[config.mk]
export PLATFORM = sky130hd
export DESIGN_NAME = hash_window_unpacker
export DESIGN_NICKNAME = d
export VERILOG_FILES = /design/src/rtl/post_hash_pkg.sv /design/src/rtl/lowest_one_encoder.sv /design/src/rtl/hash_window_unpacker.sv
export SDC_FILE = /design/constraint.sdc
export NUM_CORES = 1
export LEC_CHECK = 0
export CAP_MARGIN = 20
export CORE_MARGIN = 4
export CORE_UTILIZATION = 41
export CTS_BUF_LIST = sky130_fd_sc_hd__clkbuf_2
export DETAILED_ROUTE_END_ITERATION = 10
export DONT_BUFFER_PORTS = 1
export GPL_TIMING_DRIVEN = 0
export PLACE_DENSITY = 0.6
export RECOVER_POWER = 50
export SYNTH_ARGS = -nofsm -noshare
export SYNTH_HDL_FRONTEND = slang
export SYNTH_HIERARCHICAL = 1
export SYNTH_SLANG_ARGS = --single-unit
[constraint.sdc]
create_clock -name clk -period 12.9 [get_ports clk]
set_input_delay 0.645 -clock clk [delete_from_list [all_inputs] [get_ports clk]]
set_output_delay 0.645 -clock clk [all_outputs]
set_load 0.03 [all_outputs]
[src/rtl/post_hash_pkg.sv]
// rtl/post_hash_pkg.sv - width defaults, beat-type encoding and unpacker FSM states for the post-hash pipeline
`ifndef HASH_ISSUE_WIDTH
`define HASH_ISSUE_WIDTH 8
`endif
`ifndef ADDR_WIDTH
`define ADDR_WIDTH 16
`endif
`ifndef META_MATCH_LEN_WIDTH
`define META_MATCH_LEN_WIDTH 6
`endif

package post_hash_pkg;

    typedef enum logic {
        UNPACK_IDLE  = 1'b0,
        UNPACK_DRAIN = 1'b1
    } unpack_state_e;

    typedef enum logic {
        BEAT_DELIM = 1'b0,
        BEAT_HIT   = 1'b1
    } beat_type_e;

endpackage

[src/rtl/lowest_one_encoder.sv]
// rtl/lowest_one_encoder.sv - lowest set bit of a mask as index, one-hot and found flag
module lowest_one_encoder #(
    parameter int WIDTH = 8,
    parameter int IDX_W = $clog2(WIDTH)
) (
    input  logic [WIDTH-1:0] mask,
    output logic [IDX_W-1:0] index,
    output logic [WIDTH-1:0] onehot,
    output logic             found
);

    assign onehot = mask & (~mask + WIDTH'(1));
    assign found  = |mask;

    always_comb begin
        index = '0;
        for (int i = WIDTH - 1; i >= 0; i--) begin
            if (mask[i]) index = IDX_W'(i);
        end
    end

endmodule

[src/rtl/hash_window_unpacker.sv]
// rtl/hash_window_unpacker.sv - serialises hash windows into one beat per hit lane
// Optional HASH_UNPACK_LEN_FILTER_EN drops short, non-extendable lanes at load time.
module hash_window_unpacker
    import post_hash_pkg::*;
#(
    parameter int HASH_ISSUE_WIDTH     = `HASH_ISSUE_WIDTH,
    parameter int ADDR_WIDTH           = `ADDR_WIDTH,
    parameter int META_MATCH_LEN_WIDTH = `META_MATCH_LEN_WIDTH
) (
    input  logic                                         clk,
    input  logic                                         rst,
    input  logic                                         in_valid,
    output logic                                         in_ready,
    input  logic [ADDR_WIDTH-1:0]                        in_head_addr,
    input  logic [HASH_ISSUE_WIDTH-1:0]                  in_history_valid,
    input  logic [HASH_ISSUE_WIDTH*ADDR_WIDTH-1:0]       in_history_addr,
    input  logic [HASH_ISSUE_WIDTH*META_MATCH_LEN_WIDTH-1:0] in_meta_match_len,
    input  logic [HASH_ISSUE_WIDTH-1:0]                  in_meta_match_can_ext,
    input  logic [HASH_ISSUE_WIDTH*8-1:0]                in_data,
    input  logic                                         in_delim,
    output logic                                         out_valid,
    input  logic                                         out_ready,
    output logic                                         out_hit,
    output logic [ADDR_WIDTH-1:0]                        out_addr,
    output logic [ADDR_WIDTH-1:0]                        out_history_addr,
    output logic [META_MATCH_LEN_WIDTH-1:0]              out_meta_match_len,
    output logic                                         out_meta_match_can_ext,
    output logic [7:0]                                   out_data,
    output logic                                         out_last,
    output logic                                         out_delim
`ifdef HASH_UNPACK_LEN_FILTER_EN
    ,
    input  logic [META_MATCH_LEN_WIDTH-1:0]              cfg_min_match_len
`endif
);

    localparam int IDX_W = $clog2(HASH_ISSUE_WIDTH);

    unpack_state_e                                  state;
    logic [HASH_ISSUE_WIDTH-1:0]                    pend;
    logic [ADDR_WIDTH-1:0]                          head_q;
    logic [HASH_ISSUE_WIDTH*ADDR_WIDTH-1:0]         hist_q;
    logic [HASH_ISSUE_WIDTH*META_MATCH_LEN_WIDTH-1:0] len_q;
    logic [HASH_ISSUE_WIDTH-1:0]                    ext_q;
    logic [HASH_ISSUE_WIDTH*8-1:0]                  data_q;
    logic                                           delim_q;

    logic [IDX_W-1:0]            lane;
    logic [HASH_ISSUE_WIDTH-1:0] lane_onehot;
    logic                        lane_found;
    logic [HASH_ISSUE_WIDTH-1:0] load_mask;
    logic                        drain, beat_last, in_fire, out_fire;

    lowest_one_encoder #(
        .WIDTH (HASH_ISSUE_WIDTH),
        .IDX_W (IDX_W)
    ) u_lowest_one (
        .mask   (pend),
        .index  (lane),
        .onehot (lane_onehot),
        .found  (lane_found)
    );

    assign drain     = (state == UNPACK_DRAIN);
    // An empty pending mask in DRAIN is the lone delim marker, so it is also last.
    assign beat_last = ((pend & ~lane_onehot) == '0);
    assign out_valid = drain;
    assign out_last  = drain & beat_last;
    assign out_delim = drain & beat_last & delim_q;
    assign in_ready  = !drain | (out_ready & beat_last);
    assign in_fire   = in_valid & in_ready;
    assign out_fire  = out_valid & out_ready;

    always_comb begin
        load_mask = in_history_valid;
`ifdef HASH_UNPACK_LEN_FILTER_EN
        for (int i = 0; i < HASH_ISSUE_WIDTH; i++) begin
            if (!in_meta_match_can_ext[i] &&
                (in_meta_match_len[i*META_MATCH_LEN_WIDTH +: META_MATCH_LEN_WIDTH] < cfg_min_match_len))
                load_mask[i] = 1'b0;
        end
`endif
    end

    always_comb begin
        out_hit                = BEAT_DELIM;
        out_addr               = '0;
        out_history_addr       = '0;
        out_meta_match_len     = '0;
        out_meta_match_can_ext = 1'b0;
        out_data               = '0;
        if (drain) begin
            out_addr = head_q + ADDR_WIDTH'(lane);
            if (lane_found) begin
                out_hit                = BEAT_HIT;
                out_history_addr       = hist_q[lane*ADDR_WIDTH +: ADDR_WIDTH];
                out_meta_match_len     = len_q[lane*META_MATCH_LEN_WIDTH +: META_MATCH_LEN_WIDTH];
                out_meta_match_can_ext = ext_q[lane];
                out_data               = data_q[lane*8 +: 8];
            end
        end
    end

    always_ff @(posedge clk or posedge rst) begin
        if (rst) begin
            state   <= UNPACK_IDLE;
            pend    <= '0;
            head_q  <= '0;
            hist_q  <= '0;
            len_q   <= '0;
            ext_q   <= '0;
            data_q  <= '0;
            delim_q <= 1'b0;
        end else if (in_fire) begin
            state   <= ((|load_mask) || in_delim) ? UNPACK_DRAIN : UNPACK_IDLE;
            pend    <= load_mask;
            head_q  <= in_head_addr;
            hist_q  <= in_history_addr;
            len_q   <= in_meta_match_len;
            ext_q   <= in_meta_match_can_ext;
            data_q  <= in_data;
            delim_q <= in_delim;
        end else if (out_fire) begin
            if (beat_last) begin
                state <= UNPACK_IDLE;
                pend  <= '0;
            end else begin
                pend  <= pend & ~lane_onehot;
            end
        end
    end

endmodule

==> results of run 1 <==
[synth_stat cells, types with 4 or more instances]
cell / number
a21boi_0: 9
a21oi_1: 143
a221oi_1: 127
a32oi_1: 8
and2_1: 126
and3_1: 150
buf_1: 14
buf_12: 22
buf_2: 42
buf_6: 6
clkbuf_1: 233
dfrtp_1: 274
inv_1: 9
mux2i_1: 33
mux4_2: 62
nand2_1: 408
nand3_1: 151
nand3b_1: 277
nand4_1: 130
nor2_1: 41
nor2b_1: 22
nor3b_1: 4
o211ai_1: 74
o211ai_2: 200
o21ai_0: 15
xnor2_1: 4
[registers in the layout, summed over array words and instances, names as in the netlist]
signal and flops:
pend 8, head_q 16, delim_q 1, out_valid 1, data_q 64, len_q 48, hist_q 128, ext_q 8
[layer usage]
metal,track usage (%),vias up,part of all wire (%),routed length [µm]
met5,0,-,0.075,74
met4,13.1,12,4.2,4100
met3,8.10,273,10,10200
met2,50.8,1433,46,45600
met1,40.7,12100,39,38600
li1,-,10700,-,-
[cell families (layout without fill, tap and decap cells)]
family | Yosys count | in the layout | synth area share (%)
xor gates and xnor gates | 6 | 6 | 0.229
muxes | 95 | 95 | 7.52
adders and majority gates | 4 | 4 | 0.251
and+or+nand+nor | 1328 | 1328 | 32.2
other | 0 | 20 | 0
AOI/OAI and AO/OA | 585 | 585 | 22.5
buffers and inverters | 328 | 749 | 7.38
DFF | 274 | 274 | 29.9
[power by group through the flow]
stage / sequential, mW / combinational (mW) / clock, mW
2_1_floorplan: 0.883 / 0.458 / 0
3_3_place_gp: 0.886 / 0.603 / 0
3_5_place_dp: 0.885 / 0.628 / 0
4_1_cts: 0.868 / 0.718 / 0.725
5_1_grt: 0.869 / 0.769 / 0.773
6_report: 0.869 / 0.730 / 0.710
[worst paths after layout]
check | from | endpoint | slack, ps | depth (start not counted)
min | in_meta_match_can_ext[5] | ext_q[5] | 300 | 3
max reg2reg | pend[1] | hist_q[38] | 8920 | 9
max in group clk | pend[5] | out_addr[12] | 6510 | 12
min in group asynchronous | rst | hist_q[77] | 1290 | 2
max | rst | len_q[3] | 5280 | 3
min reg2reg | hist_q[113] | hist_q[113] | 570 | 2
[through the flow]
step,hold WS [ps],total power [mW],instances
finish,303,2.31,3809
global route,244,2.41,3799
CTS,116,2.31,3788
detailed placement,550,1.51,3374
global placement,534,1.49,3368
floorplan,502,1.34,2620
[worst min-delay path, delay by kind of cell]
family | cells | cell delay, ps
AOI/OAI and AO/OA | 2 | 140
buffers and inverters | 1 | 560
[final cells by class]
class,instances,area (µm²)
fill,5310,27900
multi-input combinational,2018,14400
sequential,274,6860
timing repair buffer,281,2820
buffer,319,1660
tap,748,936
clock buffer,132,661
antenna,20,50.0
clock inverter,8,35.0
inverter,9,35.0
==> run summary, run 1 <==
dpl cell area -> 24,000 µm²
worst-margin pin slew -> 5390 ps
wire length per cell -> 25.9 µm
# setup viols final -> 0
library cells used by synthesis -> 51
most frequent cells in the layout -> nand2_1, nand3b_1, dfrtp_1, dlygate4sd3_1, clkbuf_1
gpl congestion -> 0.952
remaining antenna violation count -> 0
Tot GR Track Use -> 31.6%
register area share after synthesis -> 29.9%
Tcrit/Tclk final -> 59.1%
Comb pwr share -> 31.6%
Avg Vias per Cell -> 6.44
Area growth, synth to finish -> 19.6%
RSZ-0062 raised after global routing -> false
IO Port Bufs -> 0
vias after detailed routing -> 24.5k
Final HPWL DP -> 70,500 µm
Post-CTS Resized -> 0
switching share of power -> 39.6%
clk_lat worst skew -> 1110 ps
initial antenna violation count -> 20
clk sinks -> 274
Min Clock Period, post-route -> 7620 ps
Post-synth EDFFs -> 0
Setup Buffers After CTS -> 0
Net Count, Synth -> 2,901
critical path cell sequence -> dlygate4sd3_1 -> clkinvlp_2 -> clkbuf_1
gr ovfl total -> 0
WP data required -> 12,770 ps
Die W -> 245 µm
Hold Buf Count CTS -> 274
critical path fanouts, max -> 93
Initial DRC Count -> 2,704
post-synth top area cell -> dfrtp_1
pwr dens -> 84.1 nW/µm²
hold crit path type -> in -> reg
H-tree Lvls -> 3
CORE AREA -> 55,300 µm²
CTS max path bufs -> 3
Flop pwr share -> 37.6%
YS warnings -> 6
slew margin rel. -> -259%
Top delay family on crit path -> buffers and inverters
Buf+Inv Stages, Crit Path -> 3
clock power share -> 30.8%
failing checks -> capacitance limit, slew limit
CP peak stage delay -> 3890 ps
ys flop type -> dfrtp_1
syn avg cell area -> 8.76 µm²
Residual DRC -> 0
status -> finished with violations
Yosys reg bits -> 274
largest net degree at the start of global routing -> 102
Pre-antenna DRT Iters -> 6
Max Clock Skew -> 133 ps
initial core utilization -> 41.5%
Die Y -> 245 µm
CTS tree -> built
most area-consuming cells after synthesis -> dfrtp_1, o211ai_2, nand3b_1
MaxCap Viol Count -> 2
Crit. End Element -> async pin
P_int -> 1.39 mW
post-synthesis instance total -> 2,620
nets -> 3,270
Num CTS Buffers -> 86
share of layout cells above drive strength 1 -> 15.7%
Async SR Flop Fraction -> 100%
switching pwr -> 0.915 mW
Total Routed Length -> 98,700 µm
clock tree root driver cell -> clkbuf_2
CTS clk-pin slew, worst paths -> 100 ps
Critical Path AT -> 7490 ps
row cnt -> 86
fmax -> 131 MHz
Die Area -> 59,800 µm²
I/O pin count -> 329
design area -> 27,400 µm²
first-pass GRT wire length -> 148,000 µm
Mapped Area -> 23,000 µm²
final core utilization -> 49.6%
worst slack, placed -> 7790 ps
area fraction of the dominant cell type after synthesis -> 29.9%
IR drop worst, VDD -> 46.4 µV
PnR worst setup slack -> 5280 ps
most common cell after layout, fill and taps aside -> nand2_1
Static Leak -> 10.5 nW
vias in the first global route -> 24.0k
Final TNS setup -> 0 ps
Slowest-stage cell, CP -> clkbuf_1
final hold viol count -> 0
Crit Path Class -> in -> async
CP startpoint kind -> primary input
Max Slew Vio Count -> 176
Power figures use the tool's default switching activity.
==> run 2: changes to the inputs <==
--- a/config.mk
+++ b/config.mk
@@ -5,6 +5,7 @@
 export SDC_FILE = /design/constraint.sdc
 export NUM_CORES = 1
 export LEC_CHECK = 0
+export ABC_AREA = 1
 export CAP_MARGIN = 20
 export CORE_MARGIN = 4
 export CORE_UTILIZATION = 41
==> constraint.sdc (replaced) <==
create_clock -name clk -period 7.16 [get_ports clk]
set_input_delay 0.358 -clock clk [delete_from_list [all_inputs] [get_ports clk]]
set_output_delay 0.358 -clock clk [all_outputs]
set_load 0.03 [all_outputs]
==> run 2 against run 1 <==
  * The flow still finishes with violations (capacitance limit, slew limit)
  * Final area fell by 35%
  * Sequential share of layout area grew 13 points
  * Synthesized area is 40% lower
  * Wire length down 47%
  * Worst setup slack got worse by 3200 ps
  * Synthesized cell count is 32% lower
  * Highest routed layer is now met4
==> run summary, run 2 <==
vias in the first global route -> 14.4k
IO Port Bufs -> 0
FF-to-FF path depth -> 16
Max Slew Vio Count -> 142
most frequent cells in the layout -> nand2_1, dlygate4sd3_1, dfrtp_1, nand3_1, nor2_1
area fraction of the dominant cell type after synthesis -> 49.7%
top cells by count, synth -> nand2_1, dfrtp_1, nand3_1
worst slack, placed -> 3090 ps
switching share of power -> 56.4%
most numerous cell in the Yosys netlist -> nand2_1
Static Leak -> 8.88 nW
CTS clk-pin slew, worst paths -> 110 ps
Final HPWL DP -> 37,800 µm
CP startpoint kind -> flip-flop
hold depth -> 3
Post-synth EDFFs -> 0
Die Y -> 191 µm
initial antenna violation count -> 5
clk sinks -> 274
Tcrit/Tclk final -> 70.4%
Mapped Area -> 13,800 µm²
hold crit path type -> in -> reg
Max Clock Skew -> 72.5 ps
status -> finished with violations
Crit. End Element -> output pin
Tot GR Track Use -> 28.5%
IR drop worst, VDD -> 296 µV
Crit Path Class -> reg -> out
PnR worst setup slack -> 2120 ps
Avg Vias per Cell -> 5.30
worst-margin pin slew -> 2130 ps
remaining antenna violation count -> 0
Total Routed Length -> 52,800 µm
FF+latch area -> 6860 µm²
I/O pin count -> 329
YS warnings -> 6
max reg flops -> 128
# setup viols final -> 0
Comb pwr share -> 61.9%
register area share after synthesis -> 49.7%
Area growth, synth to finish -> 29.3%
wire length per cell -> 19.9 µm
vias after detailed routing -> 14.0k
Residual DRC -> 0
final hold viol count -> 0
Flop pwr share -> 27.1%
switching pwr -> 5.44 mW
Async SR Flop Fraction -> 100%
most area-consuming cells after synthesis -> dfrtp_1, nand2_1, nand3_1
row cnt -> 66
r2r endpoint -> len_q[23]
CTS max path bufs -> 3
reg2reg setup slack -> 3710 ps
Yosys reg bits -> 274
Min Clock Period, post-route -> 5040 ps
ys flop type -> dfrtp_1
fmax -> 199 MHz
Hold Crit Start -> in_head_addr[13]
placed insts -> 2,238
Largest Register -> hist_q
Post-Layout Cell Count -> 2,649
post-synth top area cell -> dfrtp_1
gr ovfl total -> 0
nets -> 2,440
critical path fanouts, max -> 10
largest net degree at the start of global routing -> 42
Initial DRC Count -> 1,056
clock tree root driver cell -> clkbuf_2
biggest registers after layout -> hist_q: 128 flops, data_q: 64 flops, len_q: 48 flops
syn avg cell area -> 7.71 µm²
gpl congestion -> 0.892
post-synthesis instance total -> 1,788
RSZ-0062 raised after global routing -> false
CORE AREA -> 32,900 µm²
Pre-antenna DRT Iters -> 7
pwr dens -> 541 nW/µm²
library cells used by synthesis -> 29
final core utilization -> 54.2%
most common cell after layout, fill and taps aside -> nand2_1
Worst Hold End -> head_q[13]
share of layout cells above drive strength 1 -> 9.73%
H-tree Lvls -> 3
MaxCap Viol Count -> 4
first-pass GRT wire length -> 80,900 µm
clock power share -> 11.0%
slew margin rel. -> -42.3%
WP data required -> 6800 ps
Net Count, Synth -> 2,069
Num CTS Buffers -> 76
Final TNS setup -> 0 ps
# fillers -> 3,169
clk_lat worst skew -> 870 ps
Die Area -> 36,600 µm²
failing checks -> capacitance limit, slew limit
Multi-input gate area -> 5740 µm²
Die W -> 191 µm
worst reg2reg startpoint -> pend[0]
Critical Path AT -> 4680 ps
initial core utilization -> 41.9%
Setup Buffers After CTS -> 0
CTS tree -> built
P_int -> 4.20 mW
==> run 2: cell count changes after synthesis, sizes merged, moves of 126 or more <==
cell | before | now
nand3b | 277 | 1
clkbuf | 233 | 50
and2 | 127 | 0
nor2 | 42 | 199
o211ai | 274 | 21
o21ai | 15 | 173
a221oi | 127 | 0
nand4 | 130 | 4
and3 | 150 | 0
==> run 2: final cells by class <==
cell class                 count  area share (%)
antenna                        7          0.0983
tap                          442            3.10
sequential                   274            38.5
inverter                     110            2.32
clock inverter                12           0.274
buffer                       136            4.09
multi-input combinational   1268            32.2
clock buffer                 107            3.00
timing repair buffer         293            16.5
==> run 2: kinds of logic (layout without fill, tap and decap cells) <==
kind of cell / count (synthesis) / count (layout) / synth area share, %
other: 0 / 7 / 0
AO/OA/AOI/OAI: 340 / 340 / 13.0
AND/OR/NAND/NOR: 922 / 922 / 28.1
buffers and inverters: 246 / 658 / 8.55
adder cells (fa/ha/maj): 4 / 4 / 0.418
flip-flops: 274 / 274 / 49.7
XOR/XNOR: 2 / 2 / 0.127
==> run 2: critical path: stages (launching register included) <==
cell and delay [ps]:
dfrtp_1 430, nor2_2 170, nand2_1 80, a21oi_1 340, buf_2 240, buf_2 280
inv_1 90, buf_2 220, fa_1 410, inv_1 90, nand2_1 50, a21oi_1 230
nand2_1 170, nor2_1 160, nor2_1 60, nor3_1 780
==> run 2: timing repair <==
item | CTS | global route
endpoints found under the hold margin | 422 | 0
hold buffers | 285 | 0
gates resized for setup | 0 | 0
==> run 2: worst max-delay path by stage <==
stage / from / end / slack [ps] / cells after the start
floorplan: rst / data_q[0] / 3180 / 1
global placement: rst / data_q[51] / 1550 / 1
detailed placement: pend[4] / out_addr[6] / 3090 / 15
CTS: pend[4] / out_addr[6] / 2100 / 15
global route: rst / len_q[26] / 1400 / 6
finish: pend[4] / out_addr[6] / 2120 / 15
==> run 2: layer usage <==
layer  global-route usage, %  vias up  routed length, µm
met5                       0        -                  0
met4                    11.8        0               2060
met3                    6.59      131               4170
met2                    46.7      649              24700
met1                    36.3     6643              21800
li1                        -     6615                  -
==> run 2: power by group through the flow <==
stage	clock (mW)	sequential [mW]	combinational, mW
after floorplan	0	2.54	4.12
after global placement	0	2.62	5.71
after detailed placement	0	2.63	5.78
after CTS	1.08	2.60	5.94
after global routing	1.16	2.69	6.54
final	1.06	2.61	5.97
==> run 2: stage by stage <==
step / cell area [µm²] / hold slack (ps) / total power, mW
6_report: 17800 / 193 / 9.64
5_1_grt: 17800 / 123 / 10.4
4_1_cts: 17900 / 109 / 9.63
3_5_place_dp: 14500 / 238 / 8.41
3_3_place_gp: 14300 / 448 / 8.34
2_1_floorplan: 13800 / 437 / 6.65
==> run 3: changes to the inputs <==
--- a/config.mk
+++ b/config.mk
@@ -13,7 +13,7 @@
 export DETAILED_ROUTE_END_ITERATION = 10
 export DONT_BUFFER_PORTS = 1
 export GPL_TIMING_DRIVEN = 0
-export PLACE_DENSITY = 0.6
+export PLACE_DENSITY = 0.62
 export RECOVER_POWER = 50
 export SYNTH_ARGS = -nofsm -noshare
 export SYNTH_HDL_FRONTEND = slang
==> constraint.sdc (replaced) <==
create_clock -name clk -period 4.5 [get_ports clk]
set_input_delay 0.225 -clock clk [delete_from_list [all_inputs] [get_ports clk]]
set_output_delay 0.225 -clock clk [all_outputs]
set_load 0.03 [all_outputs]
==> run 3 against run 2 <==
  * The run now fails in clock tree synthesis
  * Synthesized cell count is the same
  * Synthesized area is the same
==> run summary, run 3 <==
Setup Buffers After CTS -> 0
Halt Stage -> clock tree synthesis
clock tree root driver cell -> clkbuf_2
initial core utilization -> 41.9%
Post-CTS Resized -> 12
H-tree Lvls -> 3
YS warnings -> 6
Num CTS Buffers -> 77
clk sinks -> 274
library cells used by synthesis -> 29
Yosys reg bits -> 274
IO Port Bufs -> 0
ys flop type -> dfrtp_1
Halt Reason -> [ERROR RSZ-0060] Max buffer count reached.
Final HPWL DP -> 38,000 µm
syn avg cell area -> 7.71 µm²
Async SR Flop Fraction -> 100%
I/O pin count -> 329
register area share after synthesis -> 49.7%
top cells by count, synth -> nand2_1, dfrtp_1, nand3_1
Hold Buf Count CTS -> 476
worst slack, placed -> 555 ps
CTS max path bufs -> 3
Post-synth EDFFs -> 0
post-synth top area cell -> dfrtp_1
Die W -> 191 µm
gpl congestion -> 0.916
post-synthesis instance total -> 1,788
status -> did not finish
row cnt -> 66
most numerous cell in the Yosys netlist -> nand2_1
area fraction of the dominant cell type after synthesis -> 49.7%
placed insts -> 2,238
Die Y -> 191 µm
Mapped Area -> 13,800 µm²
Net Count, Synth -> 2,069
most area-consuming cells after synthesis -> dfrtp_1, nand2_1, nand3_1
run 3: stage by stage:
stage | utilization, % | cell area (µm²)
after global placement | 43.6 | 14300
after floorplan | - | 13800
after detailed placement | 44.1 | 14500
run 3: logic make-up after synthesis:
| family | Yosys count | synth area share (%) |
|---|---|---|
| buf+inv | 246 | 8.55 |
| xor+xnor | 2 | 0.127 |
| simple gates | 922 | 28.1 |
| fa+ha+maj | 4 | 0.418 |
| compound gates | 340 | 13.0 |
| flops | 274 | 49.7 |
==> run 4: changes to the inputs <==
--- a/config.mk
+++ b/config.mk
@@ -8,12 +8,11 @@
 export ABC_AREA = 1
 export CAP_MARGIN = 20
 export CORE_MARGIN = 4
-export CORE_UTILIZATION = 41
-export CTS_BUF_LIST = sky130_fd_sc_hd__clkbuf_2
+export CORE_UTILIZATION = 26
 export DETAILED_ROUTE_END_ITERATION = 10
 export DONT_BUFFER_PORTS = 1
 export GPL_TIMING_DRIVEN = 0
-export PLACE_DENSITY = 0.62
+export PLACE_DENSITY_LB_ADDON = 0.15
 export RECOVER_POWER = 50
 export SYNTH_ARGS = -nofsm -noshare
 export SYNTH_HDL_FRONTEND = slang
==> constraint.sdc (replaced) <==
create_clock -name clk -period 5.85 [get_ports clk]
set_input_delay 0.2925 -clock clk [delete_from_list [all_inputs] [get_ports clk]]
set_output_delay 0.2925 -clock clk [all_outputs]
set_load 0.03 [all_outputs]
==> run 4 against run 3 <==
  * The flow now finishes, with violations (capacitance limit, slew limit)
==> run summary, run 4 (synthesis results as in run 2) <==
H-tree Lvls -> 2
Die W -> 238 µm
Static Leak -> 8.91 nW
wire length per cell -> 20.7 µm
Post-CTS Resized -> 0
worst-margin pin slew -> 2100 ps
Tot GR Track Use -> 20.2%
Die Area -> 56,800 µm²
Max Clock Skew -> 13.0 ps
design area -> 18,500 µm²
Largest Register -> hist_q
remaining antenna violation count -> 0
most common cell after layout, fill and taps aside -> nand2_1
CORE AREA -> 52,600 µm²
Crit. End Element -> output pin
Crit Path Class -> reg -> out
status -> finished with violations
Pre-antenna DRT Iters -> 5
gpl congestion -> 0.901
vias in the first global route -> 13.9k
slew margin rel. -> -39.9%
Total Routed Length -> 58,200 µm
MaxCap Viol Count -> 4
hold crit path type -> in -> reg
WP data required -> 5560 ps
most frequent cells in the layout -> nand2_1, dfrtp_1, dlygate4sd3_1, nand3_1, nor2_1
share of layout cells above drive strength 1 -> 7.25%
row cnt -> 84
IO Port Bufs -> 0
# setup viols final -> 0
gr ovfl total -> 0
RSZ-0062 raised after global routing -> false
critical path cell sequence -> nor2_2 -> nand2_1 -> a21oi_1 -> buf_2 -> buf_2 -> inv_1 -> buf_2 -> fa_1 -> inv_1 -> nand2_1 -> a21oi_1 -> nand2_1 -> nor2_1 -> nor2_1 -> nor3_1
Tcrit/Tclk final -> 77.3%
# fillers -> 5,596
Max Slew Vio Count -> 136
Residual DRC -> 0
Initial DRC Count -> 789
CTS max path bufs -> 3
Final HPWL DP -> 44,000 µm
largest net degree at the start of global routing -> 38
IR drop worst, VDD -> 259 µV
fmax -> 221 MHz
Tot Pwr -> 12.9 mW
Buf+Inv Stages, Crit Path -> 5
final hold viol count -> 0
failing checks -> capacitance limit, slew limit
clock tree root driver cell -> clkbuf_16
CTS tree -> built
biggest registers after layout -> hist_q: 128 flops, data_q: 64 flops, len_q: 48 flops
Critical Path AT -> 4230 ps
I/O pin count -> 329
Top delay family on crit path -> simple AND/OR/NAND/NOR gates
clk_lat worst skew -> 550 ps
CP startpoint kind -> flip-flop
Area growth, synth to finish -> 34.3%
vias after detailed routing -> 13.4k
pwr dens -> 695 nW/µm²
critical path fanouts, max -> 10
clk sinks -> 274
nets -> 2,385
Avg Vias per Cell -> 4.74
Num CTS Buffers -> 36
Slowest-stage cell, CP -> nor3_1
CTS clk-pin slew, worst paths -> 50 ps
Die Y -> 238 µm
CP peak stage delay -> 710 ps
max reg flops -> 128
first-pass GRT wire length -> 87,200 µm
initial core utilization -> 26.2%
Min Clock Period, post-route -> 4520 ps
initial antenna violation count -> 3
dpl cell area -> 14,800 µm²
run 4: per-layer routing:
metal  up-vias  global-route usage, %  wire length [µm]
li1       6465                      -                 -
met1      6448                   26.4             25500
met2       372                   34.7             28500
met3        64                   3.90              3110
met4         2                   4.64              1100
met5         -                      0                13
run 4: layout make-up:
| class | instances | area [µm²] | share of cell area [%] |
|---|---|---|---|
| Timing Repair Buffer | 278 | 2780 | 15.0 |
| Inverter | 110 | 414 | 2.24 |
| Multi-Input combinational cell | 1268 | 5740 | 31.0 |
| Antenna cell | 3 | 7.51 | 0.0405 |
| Tap cell | 688 | 861 | 4.65 |
| Clock inverter | 9 | 105 | 0.568 |
| Sequential cell | 274 | 6860 | 37.0 |
| Buffer | 136 | 727 | 3.93 |
| Clock buffer | 50 | 1020 | 5.53 |
run 4: path summary, 6_finish.rpt:
check,from,end,slack [ps],cells after the start
max,pend[5],out_addr[6],1330,15
min,in_history_valid[4],pend[4],30,4
max reg2reg,pend[0],head_q[1],2360,15
min reg2reg,data_q[52],data_q[52],460,2
max in group asynchronous,rst,len_q[26],1480,6
min in group asynchronous,rst,hist_q[92],230,2
run 4: repair_timing:
action / in CTS / in global routing
buffers inserted: 0 / 0
hold buffers: 269 / 0
endpoints found under the hold margin: 338 / 0
run 4: report_power, final:
part	leakage, nW	total (mW)	switching [mW]	internal (mW)
registers	3.32	3.21	0.440	2.77
clock network	0.554	2.18	0.879	1.31
logic	5.04	7.47	5.59	1.88
total	8.91	12.9	6.91	5.95
run 4: tightest hold or removal path: stages:
cell and delay [ps]:
inv_1 30, nand3_1 80, nand3_1 80, nand2_1 60
run 4: stage by stage:
step / instances / hold WS, ps / TNS, ps / utilization, % / setup slack, ps
CTS: 2813 / 0.758 / 0 / 35.5 / 1160
finish: 2816 / 30.2 / 0 / 35.2 / 1330
detailed placement: 2485 / 158 / 0 / 28.2 / 1780
global placement: 2476 / 426 / -19340 / 27.9 / -102
global route: 2814 / 52.4 / 0 / 35.2 / 581
floorplan: 1788 / 422 / 0 / - / 1930
